**config.mk**
```make
export PLATFORM = sky130hd
export DESIGN_NAME = pll_rst_seq_flat
export DESIGN_NICKNAME = d
export VERILOG_FILES = /design/src/rtl/pll_rst_seq_if.sv /design/src/rtl/pll_rst_seq.sv /design/src/flat_wrapper.sv
export SDC_FILE = /design/constraint.sdc
export NUM_CORES = 1
export LEC_CHECK = 0
export ABC_AREA = 1
export CAP_MARGIN = 5
export CORE_MARGIN = 2
export CORE_UTILIZATION = 58
export CTS_BUF_LIST = sky130_fd_sc_hd__clkbuf_4 sky130_fd_sc_hd__clkbuf_8
export DETAILED_ROUTE_END_ITERATION = 10
export PLACE_DENSITY_LB_ADDON = 0.1
export SYNTH_ARGS = -nofsm -noshare
export SYNTH_HDL_FRONTEND = slang
export SYNTH_SLANG_ARGS = --single-unit
```
**constraint.sdc**
```tcl
create_clock -name clk -period 1.95 [get_ports clk]
set_input_delay 0.195 -clock clk [delete_from_list [all_inputs] [get_ports clk]]
set_output_delay 0.195 -clock clk [all_outputs]
set_load 0.01 [all_outputs]
```
**src/rtl/pll_rst_seq_if.sv**
```systemverilog
// pll_rst_seq_if
//   Groups the PLL supervisor's control and status signals so that the
//   sequencer and its environment connect through one bundle.
//
//   Signals:
//     restart_req  supervisor <- env  single-cycle request for a full re-sequence
//     pll_lock     supervisor <- PLL  raw LOCK, asynchronous to clk
//     pll_reset_n  supervisor -> PLL  RESETB, registered
//     rst_stage    supervisor -> env  active-high domain resets, bit 0 released first
//     ready        supervisor -> env  high only while running
//     fail         supervisor -> env  high only after retries are exhausted
//     lock_lost    supervisor -> env  one-cycle pulse when lock drops while running
//     retry_cnt    supervisor -> env  failed attempts in the current sequence
//     dbg_state    supervisor -> env  current sequencer state (debug visibility)
//
//   Protocol: there is no valid/ready handshake in this bundle. restart_req is a
//   fire-and-forget pulse that is always accepted on the clk edge at which it is
//   high. pll_lock is level-sensitive and is synchronised inside the sequencer.
//   Every output is a registered level except lock_lost, which is a registered
//   one-cycle pulse.
interface pll_rst_seq_if #(
  parameter int N_STAGES = 2
);
  logic                restart_req;
  logic                pll_lock;
  logic                pll_reset_n;
  logic [N_STAGES-1:0] rst_stage;
  logic                ready;
  logic                fail;
  logic                lock_lost;
  logic [3:0]          retry_cnt;
  logic [2:0]          dbg_state;

  // Environment side (testbench / system controller).
  modport master (
    output restart_req, pll_lock,
    input  pll_reset_n, rst_stage, ready, fail, lock_lost, retry_cnt, dbg_state
  );

  // Sequencer side.
  modport slave (
    input  restart_req, pll_lock,
    output pll_reset_n, rst_stage, ready, fail, lock_lost, retry_cnt, dbg_state
  );
endinterface

```
**src/rtl/pll_rst_seq.sv**
```systemverilog
// pll_rst_seq
//   PLL supervisor and staged reset sequencer. Holds the PLL in reset, waits
//   for a qualified lock (with timeout and bounded retry), requires lock to be
//   stable for a settle window, then releases the domain resets one by one
//   with a fixed spacing. While running, a loss of lock re-sequences
//   everything; restart_req forces a re-sequence from any state.
//
//   Ports:
//     clk    in  free-running reference clock
//     rst_n  in  asynchronous active-low reset
//     bus    pll_rst_seq_if.slave (see the interface file for signal list)
module pll_rst_seq #(
  parameter int RST_CYCLES    = 16,
  parameter int LOCK_TIMEOUT  = 4096,
  parameter int SETTLE_CYCLES = 256,
  parameter int N_STAGES      = 2,
  parameter int STAGE_GAP     = 8,
  parameter int MAX_RETRY     = 3
) (
  input  logic          clk,
  input  logic          rst_n,
  pll_rst_seq_if.slave  bus
);

  localparam int MAX_AB  = (RST_CYCLES > LOCK_TIMEOUT) ? RST_CYCLES : LOCK_TIMEOUT;
  localparam int MAX_CD  = (SETTLE_CYCLES > N_STAGES * STAGE_GAP) ? SETTLE_CYCLES
                                                                  : N_STAGES * STAGE_GAP;
  localparam int CNT_MAX = (MAX_AB > MAX_CD) ? MAX_AB : MAX_CD;
  localparam int CW      = $clog2(CNT_MAX) + 1;

  localparam logic [CW-1:0] RST_LAST    = CW'(RST_CYCLES - 1);
  localparam logic [CW-1:0] LOCK_LAST   = CW'(LOCK_TIMEOUT - 1);
  localparam logic [CW-1:0] SETTLE_LAST = CW'(SETTLE_CYCLES - 1);
  localparam logic [CW-1:0] REL_LAST    = CW'(N_STAGES * STAGE_GAP - 1);
  localparam logic [3:0]    RETRY_MAX   = 4'(MAX_RETRY);

  localparam logic [2:0] S_PLL_RST   = 3'd0;
  localparam logic [2:0] S_WAIT_LOCK = 3'd1;
  localparam logic [2:0] S_SETTLE    = 3'd2;
  localparam logic [2:0] S_RELEASE   = 3'd3;
  localparam logic [2:0] S_RUN       = 3'd4;
  localparam logic [2:0] S_FAIL      = 3'd5;

  logic [1:0]          r_sync;
  logic [2:0]          r_state;
  logic [CW-1:0]       r_cnt;
  logic [3:0]          r_retry;
  logic                r_pll_reset_n;
  logic [N_STAGES-1:0] r_rst_stage;
  logic                r_ready;
  logic                r_fail;
  logic                r_lock_lost;

  logic                w_lock_s;
  logic [2:0]          w_next_state;
  logic [3:0]          w_next_retry;
  logic                w_state_entry;
  logic [N_STAGES-1:0] w_next_stage;

  // Only the second synchroniser flop is ever used for decisions.
  assign w_lock_s = r_sync[1];

  always_comb begin
    w_next_state = r_state;
    w_next_retry = r_retry;
    if (bus.restart_req) begin
      // Restart wins over every other transition, including a coincident timeout.
      w_next_state = S_PLL_RST;
      w_next_retry = 4'd0;
    end else begin
      case (r_state)
        S_PLL_RST: begin
          if (r_cnt == RST_LAST) w_next_state = S_WAIT_LOCK;
        end
        S_WAIT_LOCK: begin
          if (w_lock_s) begin
            w_next_state = S_SETTLE;
          end else if (r_cnt == LOCK_LAST) begin
            if (r_retry == RETRY_MAX) begin
              w_next_state = S_FAIL;
            end else begin
              w_next_state = S_PLL_RST;
              w_next_retry = r_retry + 4'd1;
            end
          end
        end
        S_SETTLE: begin
          if (!w_lock_s)                w_next_state = S_WAIT_LOCK;
          else if (r_cnt == SETTLE_LAST) w_next_state = S_RELEASE;
        end
        S_RELEASE: begin
          if (!w_lock_s)              w_next_state = S_PLL_RST;
          else if (r_cnt == REL_LAST) w_next_state = S_RUN;
        end
        S_RUN: begin
          if (!w_lock_s) w_next_state = S_PLL_RST;
        end
        S_FAIL: begin
          w_next_state = S_FAIL;
        end
        default: begin
          w_next_state = S_PLL_RST;
        end
      endcase
      if (w_next_state == S_RUN) w_next_retry = 4'd0;
    end
  end

  // A restart while already in PLL_RST counts as a fresh entry.
  assign w_state_entry = (w_next_state != r_state) || bus.restart_req;

  // Stage resets: all-asserted outside RELEASE/RUN, all-released in RUN, and
  // inside RELEASE each bit drops once the counter passes its slot. Bits only
  // clear relative to their previous value, so release order is monotonic.
  always_comb begin
    w_next_stage = '1;
    if (w_next_state == S_RUN) begin
      w_next_stage = '0;
    end else if (r_state == S_RELEASE && w_next_state == S_RELEASE) begin
      w_next_stage = r_rst_stage;
      for (int i = 0; i < N_STAGES; i++) begin
        if (r_cnt == CW'(i * STAGE_GAP)) w_next_stage[i] = 1'b0;
      end
    end
  end

  always_ff @(posedge clk or negedge rst_n) begin
    if (!rst_n) begin
      r_sync        <= 2'b00;
      r_state       <= S_PLL_RST;
      r_cnt         <= '0;
      r_retry       <= 4'd0;
      r_pll_reset_n <= 1'b0;
      r_rst_stage   <= '1;
      r_ready       <= 1'b0;
      r_fail        <= 1'b0;
      r_lock_lost   <= 1'b0;
    end else begin
      r_sync  <= {r_sync[0], bus.pll_lock};
      r_state <= w_next_state;
      r_retry <= w_next_retry;
      if (w_state_entry)                       r_cnt <= '0;
      else if (r_state != S_RUN && r_state != S_FAIL) r_cnt <= r_cnt + 1'b1;
      r_pll_reset_n <= (w_next_state != S_PLL_RST) && (w_next_state != S_FAIL);
      r_rst_stage   <= w_next_stage;
      r_ready       <= (w_next_state == S_RUN);
      r_fail        <= (w_next_state == S_FAIL);
      r_lock_lost   <= !bus.restart_req && (r_state == S_RUN) && !w_lock_s;
    end
  end

  assign bus.pll_reset_n = r_pll_reset_n;
  assign bus.rst_stage   = r_rst_stage;
  assign bus.ready       = r_ready;
  assign bus.fail        = r_fail;
  assign bus.lock_lost   = r_lock_lost;
  assign bus.retry_cnt   = r_retry;
  assign bus.dbg_state   = r_state;

endmodule

```
**src/flat_wrapper.sv**
```systemverilog
// flat-port wrapper written by rule: the top's interface ports become plain ports
module pll_rst_seq_flat 
#(
  parameter int RST_CYCLES    = 16,
  parameter int LOCK_TIMEOUT  = 4096,
  parameter int SETTLE_CYCLES = 256,
  parameter int N_STAGES      = 2,
  parameter int STAGE_GAP     = 8,
  parameter int MAX_RETRY     = 3
)
  (clk, rst_n, bus_restart_req, bus_pll_lock, bus_pll_reset_n, bus_rst_stage, bus_ready, bus_fail, bus_lock_lost, bus_retry_cnt, bus_dbg_state);
  pll_rst_seq_if #(.N_STAGES(N_STAGES)) bus_i ();
  input  logic clk;
  input  logic rst_n;
  input wire logic [$bits(bus_i.restart_req)-1:0] bus_restart_req;
  input wire logic [$bits(bus_i.pll_lock)-1:0] bus_pll_lock;
  output wire logic [$bits(bus_i.pll_reset_n)-1:0] bus_pll_reset_n;
  output wire logic [$bits(bus_i.rst_stage)-1:0] bus_rst_stage;
  output wire logic [$bits(bus_i.ready)-1:0] bus_ready;
  output wire logic [$bits(bus_i.fail)-1:0] bus_fail;
  output wire logic [$bits(bus_i.lock_lost)-1:0] bus_lock_lost;
  output wire logic [$bits(bus_i.retry_cnt)-1:0] bus_retry_cnt;
  output wire logic [$bits(bus_i.dbg_state)-1:0] bus_dbg_state;
  assign bus_i.restart_req = bus_restart_req;
  assign bus_i.pll_lock = bus_pll_lock;
  assign bus_pll_reset_n = bus_i.pll_reset_n;
  assign bus_rst_stage = bus_i.rst_stage;
  assign bus_ready = bus_i.ready;
  assign bus_fail = bus_i.fail;
  assign bus_lock_lost = bus_i.lock_lost;
  assign bus_retry_cnt = bus_i.retry_cnt;
  assign bus_dbg_state = bus_i.dbg_state;
  pll_rst_seq #(.RST_CYCLES(RST_CYCLES), .LOCK_TIMEOUT(LOCK_TIMEOUT), .SETTLE_CYCLES(SETTLE_CYCLES), .N_STAGES(N_STAGES), .STAGE_GAP(STAGE_GAP), .MAX_RETRY(MAX_RETRY)) u_core (.clk(clk), .rst_n(rst_n), .bus(bus_i));
endmodule
```
## After elaboration in Yosys (flattened, before gate mapping)

Index checks and enable logic that the tools add are counted.

| word-level totals | value |
|---|---|
| output and inout bits | 13 |
| input port bits | 4 |
| logic and storage cells | 73 |
| register bits | 28 |

| operators by class | value |
|---|---|
| $add $sub $neg | 2 |
| equality and inequality tests | 22 |
| multiplexer cells | 24 |
| reductions and logical operators | 15 |

Operator list:

| operator | count |
|---|---|
| $mux W3 | 11 |
| $eq A13 B4 Y1 const B | 2 |
| $mux W13 | 2 |
| $mux W4 | 6 |
| $pmux W3 S6 | 1 |
| $eq A3 B3 Y1 const B | 5 |
| $ne A3 B3 Y1 const B | 5 |
| $add A13 B1 Y13 const B | 1 |
| $eq A13 B12 Y1 const B | 1 |
| $eq A13 B8 Y1 const B | 1 |
| $logic_not A13 Y1 | 1 |
| $eq A3 B2 Y1 const B | 3 |
| $reduce_bool A3 Y1 | 3 |
| $ne A3 B2 Y1 const B | 2 |
| $logic_and A1 B1 Y1 | 5 |
| $add A4 B1 Y4 const B | 1 |
| $eq A4 B2 Y1 const B | 1 |
| $mux W2 | 2 |
| $reduce_and A4 Y1 | 1 |
| $eq A3 B1 Y1 const B | 1 |
| $logic_not A3 Y1 | 1 |
| $ne A3 B3 Y1 | 1 |
| $logic_not A1 Y1 | 2 |
| $mux W1 | 2 |
| other kinds (2) | 2 |

## Longest topological paths before layout

Gate-level depths: netlist of the first run.

| logic depth | value |
|---|---|
| depth in word-level cells | 11 |
| depth in mapped cells | 16 |
| gate-level depth less buffers | 15 |

## Worst setup path after synthesis of the first run

No wires, ideal clock.

| timing | value |
|---|---|
| path kind | register to register |
| start | register u_core.r_cnt[0] |
| end | register u_core.r_cnt[7] |
| buffers on the path | 1 |
| setup time | 0.128 ns |
| setup slack | 0.178 ns |
| cell stages (with the launch flop) | 17 |
| required time | 1.822 ns |
| arrival | 1.644 ns |
| clock period less this slack | 1.772 ns |
| path through | dfrtp_1 -> ha_1 -> inv_1 -> nor2_4 -> nand2_4 -> clkinv_2 -> nand3_2 -> nand2_1 -> nand2_1 -> clkinv_1 -> nand2_2 -> nand2_2 -> nand2_1 -> nand2_1 -> nand2_2 -> buf_12 -> nor2_4 |

| between the ends | value |
|---|---|
| word-level cells in the longest chain between the ends | 9 |
| elaborated cells on any way between the ends | 19 |
| those cells by class | add/sub (1); eq/ne (4); mux (12); reduce/logical (2) |

RTL lines:

| what | RTL line | text |
|---|---|---|
| from (decl) | pll_rst_seq.sv:46 | `logic [CW-1:0] r_cnt;` |
| from (signal assigned) | pll_rst_seq.sv:143 | `else if (r_state != S_RUN && r_state != S_FAIL) r_cnt <= r_cnt + 1'b1;` |
| $eq A13 B4 Y1, or another cell as far along | pll_rst_seq.sv:73, pll_rst_seq.sv:93 |  |
| $mux W3, on equally long branches | pll_rst_seq.sv:93, pll_rst_seq.sv:78, pll_rst_seq.sv:89 |  |
| $mux W3, on equally long branches | pll_rst_seq.sv:92, pll_rst_seq.sv:76, pll_rst_seq.sv:88 |  |
| $pmux W3 S6 | pll_rst_seq.sv:71 | `case (r_state)` |
| $mux W3 (2 in series) | pll_rst_seq.sv:66 | `if (bus.restart_req) begin` |
| $ne A3 B3 Y1 | pll_rst_seq.sv:110 | `assign w_state_entry = (w_next_state != r_state) \|\| bus.restart_req;` |
| $logic_or A1 B1 Y1 | pll_rst_seq.sv:110 |  |
| $mux W13 / $reduce_bool A2 Y1 (equally long branches) | - |  |

Several ways; a longest one is shown, not always the timed one. The select of a mux whose other input is x is not followed.
A chain may end at the register's enable or synchronous reset.

## Worst setup path after layout of the first run

| timing | value |
|---|---|
| start | register u_core.r_cnt[0] |
| end | register u_core.r_cnt[3] |

Same word-level chain as after synthesis.

==> impl_metrics.tcl, run 1 <==
set metrics [dict create \
    outcome "finished clean" \
    grt_antenna_before_repair 0 \
    yosys.area.top_type_share 0.386 \
    yosys_warnings 0 \
    slew_violations 0 \
    final_area_mm2 0.00206 \
    synth.most_common_cell "nand2_1" \
    maxCapViolations 0 \
    viasPerCell 5.22 \
    io_buffers 16 \
    route.vias.total 1388 \
    worst_setup_path_end_kind "flip-flop" \
    grt_overflow 0 \
    power_uw 1060 \
    nNetsFinal 243 \
    fillers 203 \
    peakVddDrop_uv 668 \
    drtIter0Drc 72 \
    drtAntennaViolNets 0 \
    clk_pin_slew_ns 0.15 \
    critPathArrivalTime_ns 2.15 \
    htreeDepth 1 \
    crit_path_start_kind "flip-flop" \
    final_layout_size_suffix_gt1_frac 0.255 \
    clockRootBuffer "clkbuf_4" \
    syn_inst 207 \
    synth_area_mm2 0.00169 \
    cts_buffers 3 \
    drc 0 \
    synth_nets 214 \
    place_hpwl_mm 2.39 \
    gp_congestion 0.879 \
    synth_top_area_cell "dfrtp_1" \
    finalCriticalPeriod_ns 1.87 \
    wl_mm 3.32 \
    hold_buffers 0 \
    drt_pass1_iterations 4 \
    hold_viol 0 \
    ys_top_cells_by_area "dfrtp_1 39%, nand2_1 10%, nor2_4 9.4%" \
    hold_path.class "primary input to async pin" \
    fp.dieH_um 57.9 \
    cts_tree "yes" \
    relSlewSlack 0.768 \
    core_mm2 0.00276 \
    grt_pass1_vias 1307 \
    synth_seq_cells 28 \
    place_area_mm2 0.00189 \
    area_growth_pct 22.0 \
    num_io_pins 17 \
    yosysSeqAreaShare 0.417 \
    wire_per_inst_um 12.5 \
    fin_crit_sh 0.959 \
    crit_required_ns 2.23 \
    initial_core_util 0.611 \
    synth_edf_count 0 \
    die-area_mm2 0.00335 \
    crit_path_max_fanout 6 \
    fin_skew_ns 0.00905 \
    tightest_slew_ns 0.348 \
    netlist_top_cells_count "47 x nand2_1, 29 x inv_1, 26 x dfrtp_1, 24 x nor2_1, 14 x nor2_4" \
    cts_sinks 28 \
    die_w_um 57.9 \
    leakage_uw 0.000965 \
    grt_max_degree 29 \
    p_per_area_mw_per_mm2 514 \
    row_count 19 \
    clock_latency_ns 0.33 \
    setup_viol 0 \
    avgSynthCellArea_um2 8.14 \
    synth_top_flop_cell "dfrtp_1" \
    antenna_cells 0 \
    cts_buffer_depth 2 \
    max_freq_ghz 0.535 \
    netlist-cell-type-count 25 \
    synth-async-reset-ratio 1.00 \
    grt_use_total 0.208 \
    grt_pass1_wl_mm 5.42 \
    path_class "flip-flop to flip-flop" \
]
-- final cells by class --
cell class	instances	area, um^2	area share
Clock inverter	1	30.0	0.0146
Multi-Input combinational cell	144	871	0.423
Sequential cell	28	707	0.344
Tap cell	31	38.8	0.0189
Timing Repair Buffer	25	258	0.125
Inverter	34	130	0.0633
Clock buffer	3	22.5	0.0109
-- layer usage --
metal	GRT usage	part of all wire	vias to the layer above
met4	0.0764	0.018	0
met5	0	0	-
met2	0.341	0.51	40
li1	-	-	696
met3	0.0313	0.041	8
met1	0.281	0.43	644
-- registers in the layout, summed over array words and instances, names as in the netlist --
signal,count
u_core.r_cnt,13
u_core.bus.ready,1
u_core.bus.fail,1
u_core.bus.retry_cnt,4
u_core.bus.dbg_state,3
u_core.bus.lock_lost,1
u_core.r_sync,2
u_core.bus.rst_stage,2
u_core.bus.pll_reset_n,1
-- cell families after synthesis --
group	synth area share
buffers and inverters	0.0883
DFF	0.417
xor gates and xnor gates	0.0572
adders and majority gates	0.0223
and+or+nand+nor	0.385
AOI/OAI and AO/OA	0.0297
-- per-stage QoR --
stage	worst slack (ns)	util	setup TNS, ns	instances	hold WS [ns]
floorplan	0.178	-	0	207	-0.101
global placement	0.108	0.686	0	255	0.334
detailed placement	0.0317	0.686	0	255	0.346
CTS	0.00387	0.705	0	259	0.231
global route	-0.0468	0.746	-0.324	266	0.247
finish	0.0807	0.746	0	266	0.213
-- placed cells by master (no fill, tap or decap), types with 2 or more instances in the layout --
cell,n
dfstp_2,2
buf_4,7
inv_1,28
nor3_1,3
a21oi_1,2
inv_2,5
clkdlybuf4s50_1,16
nor2_1,20
nand2_1,43
ha_1,2
nand2_4,2
nand4_1,6
nor2_4,15
xnor2_1,2
dfrtp_2,3
xor2_1,9
dfrtp_1,23
nor2_2,7
clkbuf_4,3
nor4_1,2
nand2_2,7
nand3_1,10
o21ai_0,8
nand3_2,3
-- critical path: stages, from the launching register on --
cell	delay (ns)
dfrtp_1	0.42
ha_2	0.19
inv_2	0.05
nor2_4	0.13
nand2_4	0.08
inv_4	0.06
nand3_2	0.07
nand3_2	0.12
nand2_2	0.08
nor2_4	0.11
nand2_2	0.07
nor2_4	0.12
nand2_4	0.07
clkbuf_16	0.18
nor2_4	0.07
-- worst paths after layout --
kind | startpoint | endpoint | slack, ns | depth (start not counted)
setup / recovery | u_core.r_cnt[0]$_DFFE_PN0P_ | u_core.r_cnt[3]$_DFFE_PN0P_ | 0.08 | 14
hold / removal | rst_n | u_core.r_cnt[11]$_DFFE_PN0P_ | 0.21 | 2
setup reg to reg | u_core.r_cnt[0]$_DFFE_PN0P_ | u_core.r_cnt[3]$_DFFE_PN0P_ | 0.08 | 14
hold reg to reg | u_core.r_sync[0]$_DFF_PN0_ | u_core.r_sync[1]$_DFF_PN0_ | 0.38 | 0
max in group asynchronous | rst_n | u_core.bus.rst_stage[0]$_DFFE_PN1P_ | 1.42 | 2
min in group clk | bus_pll_lock | u_core.r_sync[0]$_DFF_PN0_ | 0.29 | 1
-- where the power goes --
| group | leakage (uW) | total, uW | internal [uW] | switching (uW) |
|---|---|---|---|---|
| Clock | 0.0000279 | 377 | 208 | 169 |
| Combinational | 0.000565 | 83.6 | 35.1 | 48.5 |
| Sequential | 0.000372 | 596 | 588 | 7.53 |
| Total | 0.000965 | 1060 | 831 | 225 |
-- what timing repair did --
action,in CTS,in global routing
endpoints found under the hold margin,0,0
buffers inserted,0,6
gates resized for setup,0,18
setup endpoints to repair,0,13
No activity file was read; power rests on OpenSTA's default activity.
==> inputs of run 2 (changes only) <==
--- a/config.mk
+++ b/config.mk
@@ -9,7 +9,8 @@
 export CAP_MARGIN = 5
 export CORE_MARGIN = 2
-export CORE_UTILIZATION = 58
+export CORE_UTILIZATION = 65
 export CTS_BUF_LIST = sky130_fd_sc_hd__clkbuf_4 sky130_fd_sc_hd__clkbuf_8
 export DETAILED_ROUTE_END_ITERATION = 10
+export DONT_BUFFER_PORTS = 1
 export PLACE_DENSITY_LB_ADDON = 0.1
 export SYNTH_ARGS = -nofsm -noshare
==> constraint.sdc (replaced) <==
create_clock -name clk -period 1.95 [get_ports clk]
set_input_delay 0.39 -clock clk [delete_from_list [all_inputs] [get_ports clk]]
set_output_delay 0.39 -clock clk [all_outputs]
set_load 0.01 [all_outputs]
==> run 2 against run 1 <==
Against the previous run: power decreased by 0.11%; worst setup slack got worse by 0.028 ns; register-to-register slack got worse by 0.03 ns; maximum frequency decreased by 1.5%; via count unchanged; combinational power decreased by 5.1%; first-iteration DRC count decreased by 50%.
==> impl_metrics.tcl, run 2 (same netlist as run 1, synthesis figures left out) <==
set metrics [dict create \
    maxCapViolations 0 \
    cp_top_family "simple AND/OR/NAND/NOR gates" \
    initial_core_util 0.680 \
    clockRootBuffer "clkbuf_4" \
    io_buffers 0 \
    fin_skew_ns 0.0155 \
    max_freq_ghz 0.527 \
    cts_buffer_depth 2 \
    outcome "finished clean" \
    drc 0 \
    leakage_uw 0.000931 \
    fin_crit_sh 0.973 \
    cp_num_buf_inv 3 \
    wl_mm 3.53 \
    area_growth_pct 17.7 \
    path_class "flip-flop to flip-flop" \
    p_seq_frac 0.564 \
    setup_ws_ns 0.0524 \
    die-area_mm2 0.00302 \
    cts_tree "yes" \
    htreeDepth 1 \
    critPathArrivalTime_ns 2.17 \
    pwr-share-comb 0.075 \
    hold_path.class "primary input to flip-flop" \
    slew_violations 0 \
    drtIter0Drc 36 \
    grt_overflow 0 \
    final_layout_size_suffix_gt1_frac 0.287 \
    p_int_uw 828 \
    route.vias.total 1388 \
    die_w_um 54.9 \
    p_sw_frac 0.216 \
    crit_path_start_kind "flip-flop" \
    gp_congestion 0.871 \
    grt_pass1_vias 1293 \
    cts_sinks 28 \
    power_switching_uw 227 \
    finalCriticalPeriod_ns 1.90 \
    peakVddDrop_uv 618 \
    grt_max_degree 29 \
    tightest_slew_ns 0.407 \
    crit_required_ns 2.22 \
    ff_latch_area_um2 708 \
    layout_common_cells "43 x nand2_1, 28 x inv_1, 22 x dfrtp_1, 20 x nor2_1, 17 x nor2_4" \
    place_hpwl_mm 2.44 \
    num_io_pins 17 \
    pre_cts_ws_ns 0.0875 \
    relSlewSlack 0.726 \
    largest_reg_flops 13 \
    nNetsFinal 231 \
    fillers 171 \
    worst_setup_path_end_kind "flip-flop" \
    viasPerCell 5.49 \
    wire_per_inst_um 14.0 \
    crit_chain "ha_2 > inv_2 > nor2_4 > nand2_4 > inv_4 > nand3_4 > nand3_4 > nand2_2 > nor2_1 > nand2_1 > nor2_4 > nand2_4 > clkbuf_16 > nor2_4" \
    final_common_cell "nand2_1" \
    grt_use_total 0.240 \
    worst_path_most_repeated_cell "nor2_4" \
    antenna_cells 0 \
    core_mm2 0.00248 \
    hold_viol 0 \
    drtAntennaViolNets 0 \
    multiInputGateArea_um2 907 \
    grt_antenna_before_repair 0 \
    rsz0062_at_grt "yes" \
    setup_viol 0 \
    p_clk_frac 0.360 \
    whs_ns 0.0563 \
    fp.dieH_um 54.9 \
    slowest_delay_ns 0.40 \
    slowest_stage "dfrtp_1" \
    grt_pass1_wl_mm 5.21 \
    p_per_area_mw_per_mm2 532 \
    cts_buffers 3 \
    drt_pass1_iterations 4 \
    clk_pin_slew_ns 0.16 \
    crit_path_max_fanout 5 \
    largest_register "u_core.r_cnt" \
    clock_latency_ns 0.34 \
    row_count 18 \
]
run 2: cell types whose count changed in the layout (fill, tap and decap cells not counted), sizes merged:
cell	delta
inv	-1
clkinv	+1
clkdlybuf4s50	-16
buf	+3
dlygate4sd3	+1
run 2: cell type report:
| type | instances | area share |
|---|---|---|
| Clock buffer | 3 | 0.0113 |
| Inverter | 34 | 0.0668 |
| Timing Repair Buffer | 13 | 0.0738 |
| Sequential cell | 28 | 0.357 |
| Tap cell | 30 | 0.0189 |
| Multi-Input combinational cell | 144 | 0.457 |
| Clock inverter | 1 | 0.0151 |
run 2: final timing paths:
check | start | to | slack (ns) | cells after the start
max in group asynchronous | rst_n | u_core.bus.rst_stage[1]$_DFFE_PN1P_ | 1.23 | 2
min in group asynchronous | rst_n | u_core.r_cnt[11]$_DFFE_PN0P_ | 0.48 | 2
max reg2reg | u_core.r_cnt[1]$_DFFE_PN0P_ | u_core.r_cnt[7]$_DFFE_PN0P_ | 0.05 | 14
min reg2reg | u_core.r_sync[0]$_DFF_PN0_ | u_core.r_sync[1]$_DFF_PN0_ | 0.39 | 0
min | bus_pll_lock | u_core.r_sync[0]$_DFF_PN0_ | 0.06 | 0
max | u_core.r_cnt[1]$_DFFE_PN0P_ | u_core.r_cnt[7]$_DFFE_PN0P_ | 0.05 | 14
run 2: what timing repair did:
item / in CTS / in global routing
gates resized for setup: 0 / 26
hold endpoints to repair: 28 / 0
endpoints found under the setup margin: 0 / 12
setup buffers: 0 / 4
hold buffers: 2 / 0
run 2: layer usage:
| metal | vias to the layer above | part of all wire | track usage |
|---|---|---|---|
| li1 | 671 | - | - |
| met1 | 669 | 0.41 | 0.282 |
| met2 | 40 | 0.53 | 0.427 |
| met3 | 8 | 0.043 | 0.0430 |
| met4 | 0 | 0.016 | 0.102 |
| met5 | - | 0 | 0 |
run 2: worst register-to-register path: stages (launching register included):
cell and delay, ns:
dfrtp_1 0.40, ha_2 0.19, inv_2 0.05, nor2_4 0.16, nand2_4 0.09, inv_4 0.08, nand3_4 0.07, nand3_4 0.09
nand2_2 0.05, nor2_1 0.11, nand2_1 0.10, nor2_4 0.14, nand2_4 0.09, clkbuf_16 0.18, nor2_4 0.07
run 2: through the flow:
stage / utilization / instance area [um^2] / power [uW] / TNS (ns) / cells
6_report: 0.801 / 1980 / 1060 / 0 / 253
5_1_grt: 0.801 / 1980 / 1090 / -0.929 / 253
4_1_cts: 0.744 / 1840 / 1050 / 0 / 248
3_5_place_dp: 0.711 / 1760 / 655 / 0 / 242
3_3_place_gp: 0.711 / 1760 / 653 / 0 / 242
2_1_floorplan: - / 1690 / 643 / 0 / 207
run 2: power by group through the flow:
stage / clock network [uW] / logic, uW / registers, uW
floorplan: 0 / 38.0 / 605
global placement: 0 / 47.7 / 605
detailed placement: 0 / 49.6 / 606
CTS: 390 / 68.3 / 595
global route: 402 / 89.1 / 597
finish: 380 / 79.3 / 596
